File: src/rtl/mult_div_unit.sv
// mult_div_unit: iterative MULT/MULTU/DIV/DIVU into HI/LO, plus MTHI/MTLO writes.
// Latency: start edge E0, WIDTH iterations in CALC, sign fix-up in FIX, done_o pulse in DONE.
// Optional flush port abort_i is enabled by defining MDU_ABORT_EN.
module mult_div_unit #(
   parameter int WIDTH = 32,
   parameter int CNT_W = 6
) (
   input  logic             clk_i,
   input  logic             rst_i,
   input  logic             start_i,
   input  logic [1:0]       op_i,
   input  logic [WIDTH-1:0] RSdata_i,
   input  logic [WIDTH-1:0] RTdata_i,
   input  logic             mthi_i,
   input  logic             mtlo_i,
`ifdef MDU_ABORT_EN
   input  logic             abort_i,
`endif
   output logic             busy_o,
   output logic             done_o,
   output logic             div_zero_o,
   output logic [WIDTH-1:0] HI_o,
   output logic [WIDTH-1:0] LO_o
);

   typedef enum logic [1:0] {S_IDLE, S_CALC, S_FIX, S_DONE} state_t;

   state_t             state, state_nxt;
   logic               abort;
   logic               is_div_q;
   logic               sign_a_q, sign_b_q;
   logic               dz_q;
   logic [CNT_W-1:0]   cnt_q;
   logic [WIDTH-1:0]   opnd_q;
   logic [2*WIDTH-1:0] acc_q;

`ifdef MDU_ABORT_EN
   assign abort = abort_i;
`else
   assign abort = 1'b0;
`endif

   // Launch decode: signed ops work on magnitudes and remember the operand signs
   logic             accept, op_signed, start_dz, in_sign_a, in_sign_b, last_iter;
   logic [WIDTH-1:0] abs_a, abs_b;

   assign accept    = (state == S_IDLE) && start_i && !abort;
   assign op_signed = ~op_i[0];
   assign start_dz  = op_i[1] && (RTdata_i == '0);
   assign in_sign_a = op_signed && RSdata_i[WIDTH-1];
   assign in_sign_b = op_signed && RTdata_i[WIDTH-1];
   assign abs_a     = in_sign_a ? (~RSdata_i + 1'b1) : RSdata_i;
   assign abs_b     = in_sign_b ? (~RTdata_i + 1'b1) : RTdata_i;
   assign last_iter = (cnt_q == CNT_W'(WIDTH - 1));

   // State register
   always_ff @(posedge clk_i or posedge rst_i) begin
      if (rst_i) state <= S_IDLE;
      else       state <= state_nxt;
   end

   // Next-state logic; abort only flushes work in progress, never a pending DONE
   always_comb begin
      state_nxt = state;
      case (state)
         S_IDLE: if (accept) state_nxt = start_dz ? S_DONE : S_CALC;
         S_CALC: begin
            if (abort)          state_nxt = S_IDLE;
            else if (last_iter) state_nxt = S_FIX;
         end
         S_FIX:  state_nxt = abort ? S_IDLE : S_DONE;
         S_DONE: state_nxt = S_IDLE;
         default: state_nxt = S_IDLE;
      endcase
   end

   // Status outputs decoded from the state
   always_comb begin
      busy_o     = (state == S_CALC) || (state == S_FIX);
      done_o     = (state == S_DONE);
      div_zero_o = (state == S_DONE) && dz_q;
   end

   // One iteration step: shift-add multiply (multiplier in low half) or
   // restoring divide (remainder high half, dividend/quotient low half)
   logic [WIDTH:0]     mul_sum, rem_sh, diff;
   logic [2*WIDTH-1:0] mul_nxt, div_nxt;
   always_comb begin
      mul_sum = {1'b0, acc_q[2*WIDTH-1:WIDTH]} + {1'b0, opnd_q};
      mul_nxt = acc_q[0] ? {mul_sum, acc_q[WIDTH-1:1]} : {1'b0, acc_q[2*WIDTH-1:1]};
      rem_sh  = {acc_q[2*WIDTH-1:WIDTH], acc_q[WIDTH-1]};
      diff    = rem_sh - {1'b0, opnd_q};
      div_nxt = diff[WIDTH] ? {rem_sh[WIDTH-1:0], acc_q[WIDTH-2:0], 1'b0}
                            : {diff[WIDTH-1:0],   acc_q[WIDTH-2:0], 1'b1};
   end

   // Iteration datapath: both operations load the same way, only the step differs
   always_ff @(posedge clk_i or posedge rst_i) begin
      if (rst_i) begin
         is_div_q <= 1'b0;
         sign_a_q <= 1'b0;
         sign_b_q <= 1'b0;
         dz_q     <= 1'b0;
         cnt_q    <= '0;
         opnd_q   <= '0;
         acc_q    <= '0;
      end else if (accept) begin
         is_div_q <= op_i[1];
         sign_a_q <= in_sign_a;
         sign_b_q <= in_sign_b;
         dz_q     <= start_dz;
         cnt_q    <= '0;
         opnd_q   <= abs_b;
         acc_q    <= {{WIDTH{1'b0}}, abs_a};
      end else if (state == S_CALC) begin
         cnt_q <= cnt_q + 1'b1;
         acc_q <= is_div_q ? div_nxt : mul_nxt;
      end
   end

   // Sign fix-up of the unsigned result; sign flags are zero for unsigned ops
   logic [2*WIDTH-1:0] prod_fix;
   logic [WIDTH-1:0]   quo_fix, rem_fix;
   always_comb begin
      prod_fix = (sign_a_q ^ sign_b_q) ? (~acc_q + 1'b1) : acc_q;
      quo_fix  = (sign_a_q ^ sign_b_q) ? (~acc_q[WIDTH-1:0] + 1'b1) : acc_q[WIDTH-1:0];
      rem_fix  = sign_a_q ? (~acc_q[2*WIDTH-1:WIDTH] + 1'b1) : acc_q[2*WIDTH-1:WIDTH];
   end

   // Architectural HI/LO: written only by a completed FIX or an IDLE move
   always_ff @(posedge clk_i or posedge rst_i) begin
      if (rst_i) begin
         HI_o <= '0;
         LO_o <= '0;
      end else if (state == S_FIX && !abort) begin
         if (is_div_q) begin
            HI_o <= rem_fix;
            LO_o <= quo_fix;
         end else begin
            HI_o <= prod_fix[2*WIDTH-1:WIDTH];
            LO_o <= prod_fix[WIDTH-1:0];
         end
      end else if (state == S_IDLE && !start_i) begin
         if (mthi_i) HI_o <= RSdata_i;
         if (mtlo_i) LO_o <= RSdata_i;
      end
   end

endmodule
File: config.mk
export PLATFORM = sky130hd
export DESIGN_NAME = mult_div_unit
export DESIGN_NICKNAME = d
export VERILOG_FILES = /design/src/rtl/mult_div_unit.sv
export SDC_FILE = /design/constraint.sdc
export NUM_CORES = 1
export LEC_CHECK = 0
export ABC_AREA = 1
export CORE_MARGIN = 2
export CORE_UTILIZATION = 33
export DETAILED_ROUTE_END_ITERATION = 6
export PLACE_DENSITY_LB_ADDON = 0.08
export SLEW_MARGIN = 20
export SYNTH_ARGS = -nofsm -noshare
export SYNTH_HDL_FRONTEND = slang
export SYNTH_SLANG_ARGS = --single-unit
File: constraint.sdc
create_clock -name clk_i -period 8.3 [get_ports clk_i]
set_input_delay 1.66 -clock clk_i [delete_from_list [all_inputs] [get_ports clk_i]]
set_output_delay 1.66 -clock clk_i [all_outputs]
set_load 0.005 [all_outputs]
; ---- Word level (Yosys, flattened, before mapping)
; Index checks and enable logic that the tools add are counted.
[word_totals]
regBits = 172
in_bits = 71
out_inout_bits = 67
elab_cells = 72
[op_classes]
add_sub_neg = 8
n_eq_ne = 6
mux = 24
bitwise_logic = 7
n_reduce_logical = 17
[ops]
columns = operator, n
row1 = 32-bit 2-to-1 mux, 12
row2 = 64-bit 2-to-1 mux, 6
row3 = "32-bit by 1-bit adder with 32-bit output, second input constant", 4
row4 = 32-bit NOT, 4
row5 = "64-bit by 1-bit adder with 64-bit output, second input constant", 1
row6 = 64-bit NOT, 1
row7 = 32-bit by 32-bit adder with 33-bit output, 1
row8 = 33-bit by 32-bit subtractor with 33-bit output, 1
row9 = 32-bit zero test, 1
row10 = 6-bit 2-to-1 mux, 2
row11 = 2-bit one-hot mux with 4 select lines, 1
row12 = 2-bit nonzero test, 4
row13 = "6-bit by 1-bit adder with 6-bit output, second input constant", 1
row14 = "6-bit by 5-bit equality test with 1-bit output, second input constant", 1
row15 = 1-bit logical AND, 6
row16 = 2-bit 2-to-1 mux, 3
row17 = 2-bit AND reduction, 3
row18 = "2-bit equality test, second input constant", 2
row19 = "2-bit inequality test, second input constant", 2
row20 = "2-bit by 1-bit equality test with 1-bit output, second input constant", 1
row21 = 2-bit zero test, 1
row22 = 1-bit zero test, 1
row23 = 1-bit logical OR, 1
row24 = 1-bit NOT, 1
row25 = 1-bit bitwise XOR, 1

; ---- Depth between registers and ports, before layout
; Gate-level depths: netlist of run 1.
[logic_depth]
ltp_word = 5
mapped_depth = 19
mapped_depth_nobuf = 19

; ---- Worst setup path after synthesis of run 1
; Ideal clock, no wire load.
[synth_timing]
path_kind = input port to flip-flop
startpoint = in RSdata_i[0]
endpoint = reg acc_q[26]
setup_time_ns = 0.082
arrival_ns = 2.898
t_required_ns = 8.218
setup_slack_ns = 5.320
stages = 12
path_buffers = 0
cell_sequence = inv_1 ha_1 nand3_1 inv_1 nand3_1 nor2_1 nand2_1 nand2_1 nand2_1 nand2_1 nand3_1 a22oi_2
[synth_via]
elab_chain_cells = 4
[synth_lines]
columns = element, line_no
row1 = "start, declared", 12  ; input logic [WIDTH-1:0] RSdata_i,
row2 = 32-bit NOT, 52  ; assign abs_a = in_sign_a ? (~RSdata_i + 1'b1) : RSdata_i;
row3 = 32-bit by 1-bit adder with 32-bit output, 52
row4 = 32-bit 2-to-1 mux, 52
row5 = 64-bit 2-to-1 mux, 107  ; end else if (accept) begin
row6 = "end signal, assigned", 114  ; acc_q <= {{WIDTH{1'b0}}, abs_a};
row7 = "end signal, assigned", 117  ; acc_q <= is_div_q ? div_nxt : mul_nxt;
row8 = "end, declared", 35  ; logic [2*WIDTH-1:0] acc_q;
; No other way between the ends.
; A chain may end at the register's enable or synchronous reset.

; ---- Final worst setup path of run 1
[layout_timing]
startpoint = in start_i
endpoint = reg HI_o[5]
[layout_via]
elab_chain_cells = 4
[layout_lines]
columns = element, line_no
row1 = "start, declared", 10  ; input logic start_i,
row2 = 1-bit zero test, 143  ; end else if (state == S_IDLE && !start_i) begin
row3 = 1-bit logical AND, 143
row4 = 2-bit nonzero test (no source line), n/a
row5 = 2-bit AND reduction (no source line), n/a
row6 = "end signal, assigned", 137  ; HI_o <= rem_fix;
row7 = "end signal, assigned", 140  ; HI_o <= prod_fix[2*WIDTH-1:WIDTH];
row8 = "end signal, assigned", 144  ; if (mthi_i) HI_o <= RSdata_i;
row9 = "end, declared", 22  ; output logic [WIDTH-1:0] HI_o,
; No other way between the ends.

==> run metrics, run 1 <==
vias between 20000 and 25000; Max Cap Viol 0; Synth area leaders dfrtp_1, nand2_1, inv_1, nand3_1, nor2_1; Async SR Flop Fraction between 90% and 100%; final period utilization 43.8%; Total GRT Usage between 20% and 30%; # rows 85; Slew Viols, Final 0; CP max-delay cell nor2_1; io pins ~140; startpoint types primary input; final net count 3323; met3 WL roughly 7100 µm; crit end category flip-flop; vias per std cell 5.30; highest metal used met5; R2R Path End HI_o[2]; effective utilization at floorplan 33.3%; prevailing post-synth register cell dfrtp_1; Tmin final 3.63 ns; Hold Crit Start cnt_q[1]; Die Wd roughly 240 µm; Crit Path Max Fanout 32; CP top delay family buffers and inverters; port buffer count between 100 and 150; share of total power in the clock network just under 10%; largest net degree at the start of global routing 110; relative slew slack 30.9%; worst skew pair latency roughly 0.51 ns; DRT met1 WL 40700 µm; max incr delay on CP roughly 0.53 ns; Setup TNS Final 0 ns; status finished, final reports clean; Post-CTS Resized 0; internal power about 3700 µW; Top cell by count, worst path nand2_1; HPWL Detailed 66400 µm; WL met2 33900 µm; CORE AREA ~54000 µm²; CP bufs+invs 3; Post-synth EDFFs 0; number of fillers in the final layout a little under 6000; most common library cell in the layout ignoring fill and taps nand2_1; r2r setup slk around 4.8 ns; clk_skew between 0.02 and 0.025 ns; CTS sink count around 170; Synth area leader dfrtp_1; Syn Inst Count 3107; Syn Area/Cell 5.77 µm²; Setup Fix Bufs, Post-CTS 0; worst vdd ir about 330 µV; vias in the first global route 19200; Num CTS Buffers 17; Final Hold Fails 0; Hold Path End cnt_q[1]; max frequency 0.275 GHz; GP Congestion roughly 0.96; total power ~9100 µW; worst hold path type flip-flop to flip-flop; CP startpoint start_i; worst reg2reg path depth 15; critical path required time a little under 9 ns; clk root buf clkbuf_16; setup violators final 0; Hold Buf Count CTS 0; unrepaired setup endpoints after global routing no; Die Area 56200 µm²; Sw Ratio about 60%; CTS tree yes; Pwr Density ~440 nW/µm²; most frequent cells in the layout nand2_1, inv_1, nor2_1, nand3_1, o21ai_0; gr ovfl total 0; Synth top area share about a quarter; sequential group share of total power between 20 and 25%; worst-margin pin slew ~1.0 ns; routed wire length 83200 µm; Seq cells post-synth ~170; initial DRC count 2054; Logic pwr share between 60% and 70%; Residual DRC 0; Sw Pwr approximately 5400 µW; Max Buffers Root-to-Sink 2; pre-CTS setup slack ~4.1 ns; RR Startpoint acc_q[0]; drt pass-1 iters 5; Synth Net Count 3254; kind of critical path primary input to flip-flop; Final WS setup 4.67 ns; hold path depth 2; Netlist cell types 52; Die H about 240 µm; first-pass GRT wire length between 100000 and 150000 µm; YS warnings 0; Post-Syn Area around 18000 µm²; layout cell share with drive strength beyond 1 3.79%; DRT antenna net count 0; clk slew on worst S/H paths ~0.070 ns; Leakage Power 0.0104 µW; initial antenna violation count 3; area delta synth->final 14.2%; wire per inst 21.4 µm; arrival time worst endpoint ~4 ns; post-synthesis sequential area ratio between 20% and 30%; worst-path cell chain clkdlybuf4s50_1, nor2_1, nand2_1, buf_4, nand2_1, inv_1, nand2_1, o21ai_0, o21bai_1; Max H-tree Level 4
==> power by group through the flow <==
stage / Clock (µW) / Sequential, µW / Combinational, µW
after floorplan: 0 / 1540 / 4240
after global placement: 0 / 1930 / 6130
after detailed placement: 0 / 1930 / 6140
after CTS: 894 / 1920 / 6170
after global routing: 918 / 1980 / 6960
final: 879 / 1950 / 6240
==> flip-flops by register name (all words and copies together) (netlist names), 2 cells and up <==
register	flops
HI_o	32
cnt_q	6
state	2
acc_q	64
LO_o	32
opnd_q	32
==> Yosys cell counts, types with 11 or more instances <==
cell type  instances
nor2_1           283
a31oi_1           20
clkbuf_1          69
a21oi_1          171
inv_1            452
xnor2_1           16
o21bai_1          20
buf_1             13
o211ai_1          23
buf_2             16
o221ai_1          11
nand4_1           29
nor3_1            34
nand3b_1          25
ha_1              74
xor2_1            35
dfrtp_1          172
nand2_1         1117
nor2_2            14
nand3_1          233
o21ai_0          173
==> per-stage QoR <==
stage	instance area (µm²)	utilization, %	std cells	hold WS, ns
6_report	20500	38.1	3886	0.518
3_3_place_gp	19900	36.9	3853	0.488
2_1_floorplan	17900	-	3107	0.468
5_1_grt	20500	38.1	3885	0.538
3_5_place_dp	19900	36.9	3853	0.489
4_1_cts	20500	38.0	3885	0.508
==> per-layer routing <==
layer	global-route usage (%)	vias up
met2	42.8	824
met3	5.91	87
met1	44.9	9673
met4	6.99	4
li1	-	10000
met5	0	-
==> worst max path at each step <==
stage | end | slack [ns] | cells past startpoint
after floorplan | HI_o[0] | 1.98 | 1
after global placement | acc_q[0] | 4.18 | 8
after detailed placement | HI_o[19] | 4.15 | 9
after CTS | HI_o[19] | 4.69 | 9
after global routing | HI_o[14] | 4.49 | 9
final | HI_o[5] | 4.67 | 9
==> worst register-to-register path: stages (launching register included) <==
cell      delay (ns)
dfrtp_1         0.36
buf_4           0.26
inv_2           0.77
ha_1            0.36
nand3_1         0.16
inv_1           0.16
nand2_2         0.13
inv_1           0.12
nand3_2         0.12
nor2_2          0.24
nand2_1         0.11
nand2_1         0.08
o21ai_0         0.25
nand2_1         0.14
nand2_1         0.07
o21bai_1        0.13
==> final cells by class <==
type                       count  area (µm²)  share of cell area (%)
timing repair buffer         157        1520                    7.43
clock buffer                  17         425                    2.08
inverter                     457        1720                    8.41
antenna                        1        2.50                  0.0122
sequential                   172        4310                    21.0
clock inverter                15         178                   0.868
multi-input combinational   2371       11500                    55.9
tap                          696         871                    4.25
==> kinds of logic after synthesis <==
kind of cell / share of synthesized area [%]
AO/OA/AOI/OAI: 14.2
XOR/XNOR: 2.49
adder cells (fa/ha/maj): 5.39
buffers and inverters: 12.2
flip-flops: 24.0
AND/OR/NAND/NOR: 41.7
Power figures use the tool's default switching activity.
==> run 2, diff against run 1 <==
==> constraint.sdc (replaced) <==
create_clock -name clk_i -period 3.61 [get_ports clk_i]
set_input_delay 0.722 -clock clk_i [delete_from_list [all_inputs] [get_ports clk_i]]
set_output_delay 0.722 -clock clk_i [all_outputs]
set_load 0.005 [all_outputs]
==> run 2 against run 1 <==
First-iteration DRC count rose by 16%; clock skew shrank 0.0049 ns; sequential cell count unchanged; worst hold slack got worse by 0.0062 ns; critical path type is now flip-flop to flip-flop.
==> run metrics, run 2 (synthesized netlist as in run 1, its figures left out) <==
status finished, final reports clean; most common library cell in the layout ignoring fill and taps nand2_1; kind of critical path flip-flop to flip-flop; gr ovfl total 0 (unchanged); routed wire length 86600 µm (+4.0%); R2R Path End acc_q[51]; internal power 8730 µW (+140%); vias 21000 (+2.1%); Max Buffers Root-to-Sink 2 (unchanged); CTS sink count 172 (unchanged); clk slew on worst S/H paths 0.08 ns (about the same); Sw Pwr 12600 µW (+140%); Final Hold Fails 0 (unchanged); wire per inst 22.0 µm (+2.6%); Crit Path Max Fanout 32 (unchanged); r2r setup slk 0.72 ns (-4.07 ns); placed cell count 3906 (+1.4%); Placement Cell Area 20300 µm² (+2.2%); CP max-delay cell dfrtp_1; max incr delay on CP 0.52 ns (about the same); worst hold path type flip-flop to flip-flop; total power 21400 µW (+140%); final net count 3376 (+1.6%); initial DRC count 2381 (+16%); HPWL Detailed 69600 µm (+4.9%); met1 usage 47.8% (+2.9 points); Sw Ratio 59.2% (about the same); FF+latch area 4310 µm² (unchanged); CP startpoint opnd_q[28]; Num CTS Buffers 17 (unchanged); Logic pwr share 71.5% (+2.7 points); global routing usage on met3 6.41% (+0.50 points); startpoint types flip-flop; worst-margin pin slew 1.07 ns (+0.0332 ns); Post-CTS Resized 0 (unchanged); DRT antenna net count 0 (unchanged); setup violators final 0 (unchanged); GP Congestion 0.978 (+2.3%); CP top delay family simple AND/OR/NAND/NOR gates; initial antenna violation count 8 (+5); effective utilization at floorplan 33.3% (unchanged); worst-path cell chain inv_1, ha_1, nand2_1, nor2_1, nand2_1, nor2_1, nand2_4, nand3_1, nand2_4, nand2_1, nand3_1, nand2_1, nand2_1; largest net degree at the start of global routing 74 (-33%); first-pass GRT wire length 129000 µm (+3.4%); final period utilization approximately four fifths; io pins 138 (unchanged); Setup TNS Final 0 ns (unchanged); Setup Fix Bufs, Post-CTS 0 (unchanged); unrepaired setup endpoints after global routing no; Die Area 56200 µm² (unchanged); worst reg2reg path depth 13 (-2); Hold Buf Count CTS 0 (unchanged); Top Usage Layer GRT met1; Die Wd 237 µm (unchanged); worst skew pair latency 0.51 ns (about the same); vias per std cell 5.34 (+0.77%); Max Cap Viol 0 (unchanged); Slew Viols, Final 0 (unchanged); RR Startpoint opnd_q[28]; CTS tree yes; most flop-heavy register acc_q; worst vdd ir 503 µV (+54%); clk_skew 0.0162 ns (-0.00489 ns); most frequent cells in the layout nand2_1, inv_1, nor2_1, nand3_1, o21ai_0; critical path depth 13 (+4); arrival time worst endpoint 3.29 ns (-0.73 ns); max frequency approximately 0.35 GHz; area delta synth->final 16.5%; final core occ 38.8% (+0.75 points); # rows 85 (unchanged); Leakage Power 0.0107 µW (+2.5%); Pwr Density 1020 nW/µm² (+130%); Max H-tree Level 4 (unchanged); Tmin final 2.89 ns; fin cells 3939 (+1.4%); layout cell share with drive strength beyond 1 5.31% (+1.5 points); Residual DRC 0 (unchanged); max FFs per register 64 (unchanged); CORE AREA 53800 µm² (unchanged); met2 Use GR 43.2% (+0.42 points); Worst Setup EP acc_q[51]; port buffer count 137 (unchanged); relative slew slack 28.6% (-2.2 points); share of total power in the clock network 9.2% (-0.5 points); Top cell by count, worst path nand2_1; sequential group share of total power 19.3% (-2.2 points); drt pass-1 iters 6 (+1); vias in the first global route 19200 (-0.021%); final instance area 20900 µm² (+2.0%); multi-input logic area 11400 µm² (about the same); crit end category flip-flop; Total GRT Usage 30.9% (+1.3 points); Die H 237 µm (unchanged); number of fillers in the final layout 5960 (+0.15%); CP bufs+invs 1 (-2); critical path required time 4.01 ns (-4.68 ns); clk root buf clkbuf_16
==> run 2: worst min-delay path by stage <==
stage	startpoint	end	cells after the start
floorplan	cnt_q[1]	cnt_q[1]	2
global placement	cnt_q[1]	cnt_q[1]	2
detailed placement	LO_o[18]	LO_o[18]	2
CTS	LO_o[18]	LO_o[18]	2
global route	cnt_q[1]	cnt_q[1]	2
finish	LO_o[18]	LO_o[18]	2
==> run 2: power groups by stage <==
stage	Clock, µW	Sequential, µW	Combinational [µW]
2_1_floorplan	0	3540	9740
6_report	1960	4130	15300
4_1_cts	2010	4080	15000
3_3_place_gp	0	4110	15000
5_1_grt	2060	4210	16900
3_5_place_dp	0	4100	15000
==> run 2: worst reg2reg max path: stages (launching register included) <==
cell and delay [ns]:
dfrtp_1 0.52, inv_1 0.15, ha_1 0.42, nand2_1 0.13, nor2_1 0.19, nand2_1 0.12, nor2_1 0.20, nand2_4 0.09
nand3_1 0.12, nand2_4 0.29, nand2_1 0.23, nand3_1 0.17, nand2_1 0.10, nand2_1 0.05
==> run 2: layer usage <==
layer  wire, µm  part of all wire (%)
met5         31                 0.036
met4       1370                   1.6
met3       7960                   9.2
met2      34900                    40
met1      42400                    49
==> run 2: metrics by stage <==
stage	setup WS, ns	hold slack (ns)
after floorplan	0.691	0.468
after global placement	0.620	0.487
after detailed placement	0.560	0.492
after CTS	0.833	0.515
after global routing	0.547	0.533
final	0.725	0.512
==> run 2: final cells by class <==
cell class | count | area share (%)
Antenna cell | 1 | 0.0120
Clock buffer | 17 | 2.04
Clock inverter | 15 | 0.725
Inverter | 457 | 8.23
Multi-Input combinational cell | 2371 | 54.8
Sequential cell | 172 | 20.6
Tap cell | 696 | 4.17
Timing Repair Buffer | 210 | 9.37
